### config.mk
export PLATFORM = sky130hd
export DESIGN_NAME = spi_burst_sequencer
export DESIGN_NICKNAME = d
export VERILOG_FILES = /design/src/rtl/spi_burst_sequencer.sv
export SDC_FILE = /design/constraint.sdc
export NUM_CORES = 1
export LEC_CHECK = 0
export CAP_MARGIN = 30
export CORE_ASPECT_RATIO = 0.9
export CORE_MARGIN = 2
export CORE_UTILIZATION = 30
export DETAILED_ROUTE_END_ITERATION = 6
export HOLD_SLACK_MARGIN = 0.1
export SETUP_SLACK_MARGIN = 0.5
export SYNTH_ARGS = -nofsm -noshare
export SYNTH_HDL_FRONTEND = slang
export SYNTH_SLANG_ARGS = --single-unit
### constraint.sdc
create_clock -name clk -period 4.8 [get_ports clk]
set_clock_uncertainty 0.15 [all_clocks]
set_input_delay 0.72 -clock clk [delete_from_list [all_inputs] [get_ports clk]]
set_output_delay 0.72 -clock clk [all_outputs]
set_load 0.05 [all_outputs]
### src/rtl/spi_burst_sequencer.sv
// spi_burst_sequencer: round-robin arbiter and burst sequencer that shares
// one 8-bit SPI core among NReq requesters.
//
// Ports:
//   clk, resetn          clock, asynchronous active-low reset
//   req_valid/req_ready  burst request handshake (ready is a one-hot grant pulse)
//   req_ss, req_len      per-requester slave index and byte count minus 1
//   tx_data/valid/ready  per-requester tx byte stream (ready is a consume pulse)
//   rx_data, rx_valid    shared rx byte, one-hot qualifier pulse
//   spi_din/start/dout   SPI core data and start interface
//   spi_ready/done_tick  SPI core idle flag and byte-complete pulse
//   spi_ss_n             active-low slave selects
//   busy, grant_id       status: not idle, current/last granted requester
//   err_pulse            out-of-range slave index (or WAIT timeout)
//
// Optional: define SPI_SEQ_TIMEOUT_EN to add a per-byte WAIT watchdog of
// TIMEOUT_CYC clocks that aborts the burst and pulses err_pulse.

module spi_burst_sequencer #(
    parameter int NReq        = 2,
    parameter int NSlave      = 2,
    parameter int SS_W        = 2,
    parameter int LEN_W       = 8,
    parameter int SETUP_CYC   = 4,
    parameter int HOLD_CYC    = 4,
    parameter int TIMEOUT_CYC = 65535,
    localparam int GW = (NReq > 1) ? $clog2(NReq) : 1
) (
    input  logic                  clk,
    input  logic                  resetn,
    input  logic [NReq-1:0]       req_valid,
    output logic [NReq-1:0]       req_ready,
    input  logic [NReq*SS_W-1:0]  req_ss,
    input  logic [NReq*LEN_W-1:0] req_len,
    input  logic [NReq*8-1:0]     tx_data,
    input  logic [NReq-1:0]       tx_valid,
    output logic [NReq-1:0]       tx_ready,
    output logic [7:0]            rx_data,
    output logic [NReq-1:0]       rx_valid,
    output logic [7:0]            spi_din,
    output logic                  spi_start,
    input  logic [7:0]            spi_dout,
    input  logic                  spi_ready,
    input  logic                  spi_done_tick,
    output logic [NSlave-1:0]     spi_ss_n,
    output logic                  busy,
    output logic [GW-1:0]         grant_id,
    output logic                  err_pulse
);

    typedef enum logic [2:0] {
        IDLE,
        SETUP,
        LOAD,
        WAIT,
        HOLD
    } state_t;

    state_t            state;
    logic [GW-1:0]     g;
    logic [GW-1:0]     rr;
    logic [GW-1:0]     pick;
    logic [GW-1:0]     pj;
    logic              pick_ok;
    logic              ss_bad;
    logic              grant;
    logic              fire;
    logic [LEN_W-1:0]  rem;
    logic [15:0]       cnt;

`ifdef SPI_SEQ_TIMEOUT_EN
    logic [15:0]       tmo;
`else
    logic [31:0]       unused_tmo_cfg;
    assign unused_tmo_cfg = TIMEOUT_CYC;
`endif

    logic [7:0]        txd  [NReq];
    logic [SS_W-1:0]   ssv  [NReq];
    logic [LEN_W-1:0]  lenv [NReq];

    for (genvar i = 0; i < NReq; i++) begin : g_unpack
        assign txd[i]  = tx_data[i*8 +: 8];
        assign ssv[i]  = req_ss[i*SS_W +: SS_W];
        assign lenv[i] = req_len[i*LEN_W +: LEN_W];
    end

    // Out-of-range index decodes to all-high, so no slave is selected.
    function automatic logic [NSlave-1:0] ss_dec(input logic [SS_W-1:0] idx);
        logic [NSlave-1:0] v;
        v = '1;
        for (int k = 0; k < NSlave; k++) begin
            if (int'(idx) == k) v[k] = 1'b0;
        end
        return v;
    endfunction

    // rr holds the highest-priority index for the next grant.
    always_comb begin
        pick    = '0;
        pick_ok = 1'b0;
        pj      = '0;
        for (int i = 0; i < NReq; i++) begin
            pj = GW'((int'(rr) + i) % NReq);
            if (!pick_ok && req_valid[pj]) begin
                pick    = pj;
                pick_ok = 1'b1;
            end
        end
    end

    assign ss_bad = (int'(ssv[pick]) >= NSlave);

    // Grant and release both move ss, so both wait for an idle core.
    assign grant = (state == IDLE) && pick_ok && spi_ready;
    assign fire  = (state == LOAD) && tx_valid[g] && spi_ready;

    always_comb begin
        req_ready = '0;
        tx_ready  = '0;
        if (grant) req_ready[pick] = 1'b1;
        if (fire)  tx_ready[g]     = 1'b1;
    end

    assign spi_start = fire;
    assign spi_din   = fire ? txd[g] : 8'h00;
    assign busy      = (state != IDLE);

    always_ff @(posedge clk or negedge resetn) begin
        if (!resetn) begin
            state     <= IDLE;
            spi_ss_n  <= '1;
            rx_data   <= 8'h00;
            rx_valid  <= '0;
            grant_id  <= '0;
            err_pulse <= 1'b0;
            rr        <= '0;
            g         <= '0;
            rem       <= '0;
            cnt       <= '0;
`ifdef SPI_SEQ_TIMEOUT_EN
            tmo       <= '0;
`endif
        end else begin
            rx_valid  <= '0;
            err_pulse <= 1'b0;
            unique case (state)
                IDLE: begin
                    if (grant) begin
                        g         <= pick;
                        grant_id  <= pick;
                        rr        <= (pick == GW'(NReq - 1)) ? '0
                                                             : pick + GW'(1);
                        rem       <= lenv[pick];
                        spi_ss_n  <= ss_dec(ssv[pick]);
                        err_pulse <= ss_bad;
                        cnt       <= '0;
                        state     <= SETUP;
                    end
                end
                SETUP: begin
                    if (cnt == 16'(SETUP_CYC - 1)) begin
                        cnt   <= '0;
                        state <= LOAD;
                    end else begin
                        cnt <= cnt + 16'd1;
                    end
                end
                LOAD: begin
                    if (fire) begin
                        state <= WAIT;
`ifdef SPI_SEQ_TIMEOUT_EN
                        tmo   <= '0;
`endif
                    end
                end
                WAIT: begin
                    if (spi_done_tick) begin
                        rx_data     <= spi_dout;
                        rx_valid[g] <= 1'b1;
                        if (rem == '0) begin
                            cnt   <= '0;
                            state <= HOLD;
                        end else begin
                            rem   <= rem - LEN_W'(1);
                            state <= LOAD;
                        end
                    end
`ifdef SPI_SEQ_TIMEOUT_EN
                    // Abort: drop remaining bytes, release ss at once.
                    else if (tmo == 16'(TIMEOUT_CYC - 1)) begin
                        err_pulse <= 1'b1;
                        spi_ss_n  <= '1;
                        state     <= IDLE;
                    end else begin
                        tmo <= tmo + 16'd1;
                    end
`endif
                end
                HOLD: begin
                    if (cnt >= 16'(HOLD_CYC - 1)) begin
                        if (spi_ready) begin
                            spi_ss_n <= '1;
                            state    <= IDLE;
                        end
                    end else begin
                        cnt <= cnt + 16'd1;
                    end
                end
                default: state <= IDLE;
            endcase
        end
    end

endmodule

==> impl_metrics.env <==
export IMPL_path_class="reg2out"
export IMPL_clk_pin_slew_ns=0.08
export IMPL_p_int_w=0.000988
export IMPL_ys_ff_latch=42
export IMPL_min_path_type="in2async"
export IMPL_synth_cell_types=51
export IMPL_p_per_area_nw_per_um2=511
export IMPL_cp_end_kind="output port"
export IMPL_gp_congestion=0.816
export IMPL_regToRegStartpoint="state[1]"
export IMPL_final_core_util=0.426
export IMPL_drive_gt1_frac=0.109
export IMPL_synth_top_area_cell="dfrtp_1"
export IMPL_path_cells="mux2_2 > nand3_1 > or3_1 > inv_1 > and2_1 > clkdlybuf4s50_1"
export IMPL_cp_slowest_cell="clkdlybuf4s50_1"
export IMPL_critPathMaxFanout=15
export IMPL_p_comb_frac=0.552
export IMPL_post_route_cell_area_um2=3600
export IMPL_setup_tns_ns=0
export IMPL_cp_num_buf_inv=2
export IMPL_nNetsFinal=411
export IMPL_switching_share=0.462
export IMPL_tightest_slew_ns=0.682
export IMPL_cts_buffers=5
export IMPL_startpoint="g"
export IMPL_synth_fp_nets=334
export IMPL_netSwitchingPower_w=0.000850
export IMPL_synth_top_cell_area_share=0.388
export IMPL_cts_sinks=42
export IMPL_ctsHoldBuffers=0
export IMPL_ir_worst_vdd_v=0.000280
export IMPL_route_detailed_drc=0
export IMPL_first_pass_iters=4
export IMPL_outcome="completed"
export IMPL_grt_pass1_wl_mm=11.1
export IMPL_p_leak_nw=1.44
export IMPL_multi_input_area_um2=1430
export IMPL_slowest_delay_ns=0.80
export IMPL_cts_resized=0
export IMPL_core_rowCount=32
export IMPL_grt_overflow=0
export IMPL_startpoint_type="flop"
export IMPL_tritoncts="built"
export IMPL_ios=80
export IMPL_fmax_mhz=259
export IMPL_die_width_um=102
export IMPL_clock_path_buffers=2
export IMPL_vias=2388
export IMPL_yosys_warnings=0
export IMPL_die_area_um2=9360
export IMPL_filler_cell_count=834
export IMPL_ant_nets=0
export IMPL_pwr_share_clk=0.128
export IMPL_wl_per_cell_um=13.7
export IMPL_place_area_um2=3500
export IMPL_fin_crit_sh=0.805
export IMPL_ys_seq_area_frac=0.408
export IMPL_die_h_um=92
export IMPL_setup_viol=0
export IMPL_relSlewSlack=0.545
export IMPL_final_hold_viol_count=0
export IMPL_grt_setup_unrepaired="false"
export IMPL_grt_pass1_vias=2329
export IMPL_required_ns=3.93
export IMPL_synth_edf_count=0
export IMPL_grt_util_all_layers=0.148
export IMPL_antenna_found_initial=0
export IMPL_grt_max_degree=24
export IMPL_min_period_ns=3.86
export IMPL_drv_slew=0
export IMPL_clk_latency_ns=0.29
export IMPL_cp_top_family="buffers and inverters"
export IMPL_drt_first_iter_violations=112
export IMPL_post_cts_buffers=0
export IMPL_cts_root_buf="clkbuf_8"
export IMPL_synth_flop_cell="dfrtp_1"
export IMPL_synthesis_area_um2=2580
export IMPL_regArea_um2=1050
export IMPL_area_growth_pct=39.4
export IMPL_synthArstFlopShare=1.00
export IMPL_maxCapViolations=0
export IMPL_p_seq_frac=0.320
export IMPL_routed_wl_mm=6.55
export IMPL_htreeDepth=2
export IMPL_avgViaCountPerCell=5.01
export IMPL_hpwl_mm=4.93
export IMPL_initial_core_util=0.306
export IMPL_fin_hold_ws_ns=0.239
export IMPL_netlist_instances=280
export IMPL_n_antenna_cell=0
export IMPL_avgSynthCellArea_um2=9.22
export IMPL_io_buffers=79
export IMPL_fp_coreArea_um2=8450
export IMPL_cp_arrival_ns=2.99
export IMPL_synth_area_top_cells="dfrtp_1 (39%), mux2i_1 (7.0%), mux2_2 (5.7%), nor2_1 (5.2%), o21ai_0 (3.9%)"
kinds of logic after synthesis:
| group | count (synthesis) | share of synthesized area |
|---|---|---|
| compound gates | 71 | 0.179 |
| xor+xnor | 3 | 0.0102 |
| fa+ha+maj | 2 | 0.00969 |
| buf+inv | 26 | 0.0388 |
| flops | 42 | 0.408 |
| mux | 31 | 0.127 |
| simple gates | 105 | 0.228 |
layout make-up:
class                           count  area share
Inverter                           12      0.0125
Multi-Input combinational cell    212       0.397
Tap cell                          119      0.0414
Timing Repair Buffer               84       0.232
Sequential cell                    42       0.293
Clock buffer                        8      0.0250
final timing paths:
kind / slack (ns) / depth (start not counted) / endpoint
max: 0.94 / 6 / tx_ready[1]
min: 0.24 / 1 / cnt[14]
max reg2reg: 2.01 / 5 / cnt[14]
min reg2reg: 0.36 / 2 / rr
max in group asynchronous: 3.75 / 2 / cnt[1]
min in group clk: 0.36 / 2 / rr
cell usage in the layout (no fill, tap or decap), types with 2 or more instances in the layout:
cell type and count:
nand4_1 3, inv_1 12, a21oi_1 14, a2bb2oi_1 2, o22a_1 3, nand2_1 12, o21bai_1 4, a21o_1 4
xnor2_1 2, ha_1 2, o21ai_1 3, and2_1 4, or3_1 7, nor4_2 2, buf_4 3, mux2i_1 18
nand3_1 9, or4_1 10, o21ai_0 19, mux2_2 13, a31oi_1 3, buf_2 2, nor4_1 2, dfrtp_1 40
dfstp_2 2, o31ai_1 7, clkbuf_1 2, clkdlybuf4s50_1 78, clkbuf_8 6, a211o_1 2, nor4b_2 2, nand2b_1 3
nor2_1 36, or2_2 2, nor3_1 6
cell usage after synthesis (3+ instances only):
cell      instances
dfrtp_1          40
a21o_1            4
clkbuf_1         11
and2_1            4
mux2i_1          18
nand2_1          12
o22a_1            3
a31oi_1           3
mux2_2           13
nand3_1           9
inv_1            12
nand4_1           3
nor2_1           36
a21oi_1          14
nand2b_1          3
nor3_1            6
or4_1            10
o21bai_1          4
o21ai_0          20
o31ai_1           7
or3_1             7
power by group through the flow:
| stage | combinational (W) | sequential [W] | clock, W |
|---|---|---|---|
| after floorplan | 0.000574 | 0.000716 | 0 |
| after global placement | 0.000981 | 0.000590 | 0 |
| after detailed placement | 0.00101 | 0.000592 | 0 |
| after CTS | 0.00101 | 0.000585 | 0.000250 |
| after global routing | 0.00111 | 0.000606 | 0.000261 |
| final | 0.00101 | 0.000587 | 0.000236 |
state kept, by name, summed over array words and instances (netlist names):
signal	flops
cnt	16
err_pulse	1
g	1
rem	8
rr	1
rx_data	8
rx_valid	2
spi_ss_n	2
state	3
per-layer routing:
layer | routed length, µm | up-vias | GRT usage
met5 | 0 | - | 0
li1 | - | 1181 | -
met2 | 3070 | 58 | 0.236
met4 | 44 | 0 | 0.0405
met1 | 3080 | 1147 | 0.202
met3 | 346 | 2 | 0.0297
stage by stage:
stage               instances  setup slack [ns]  power (W)
floorplan                 280              1.45    0.00129
global placement          465              1.02    0.00157
detailed placement        468             0.982    0.00160
CTS                       476             0.913    0.00185
global route              477             0.800    0.00198
finish                    477             0.936    0.00184
Note: power is estimated with default switching activity, not from simulation.
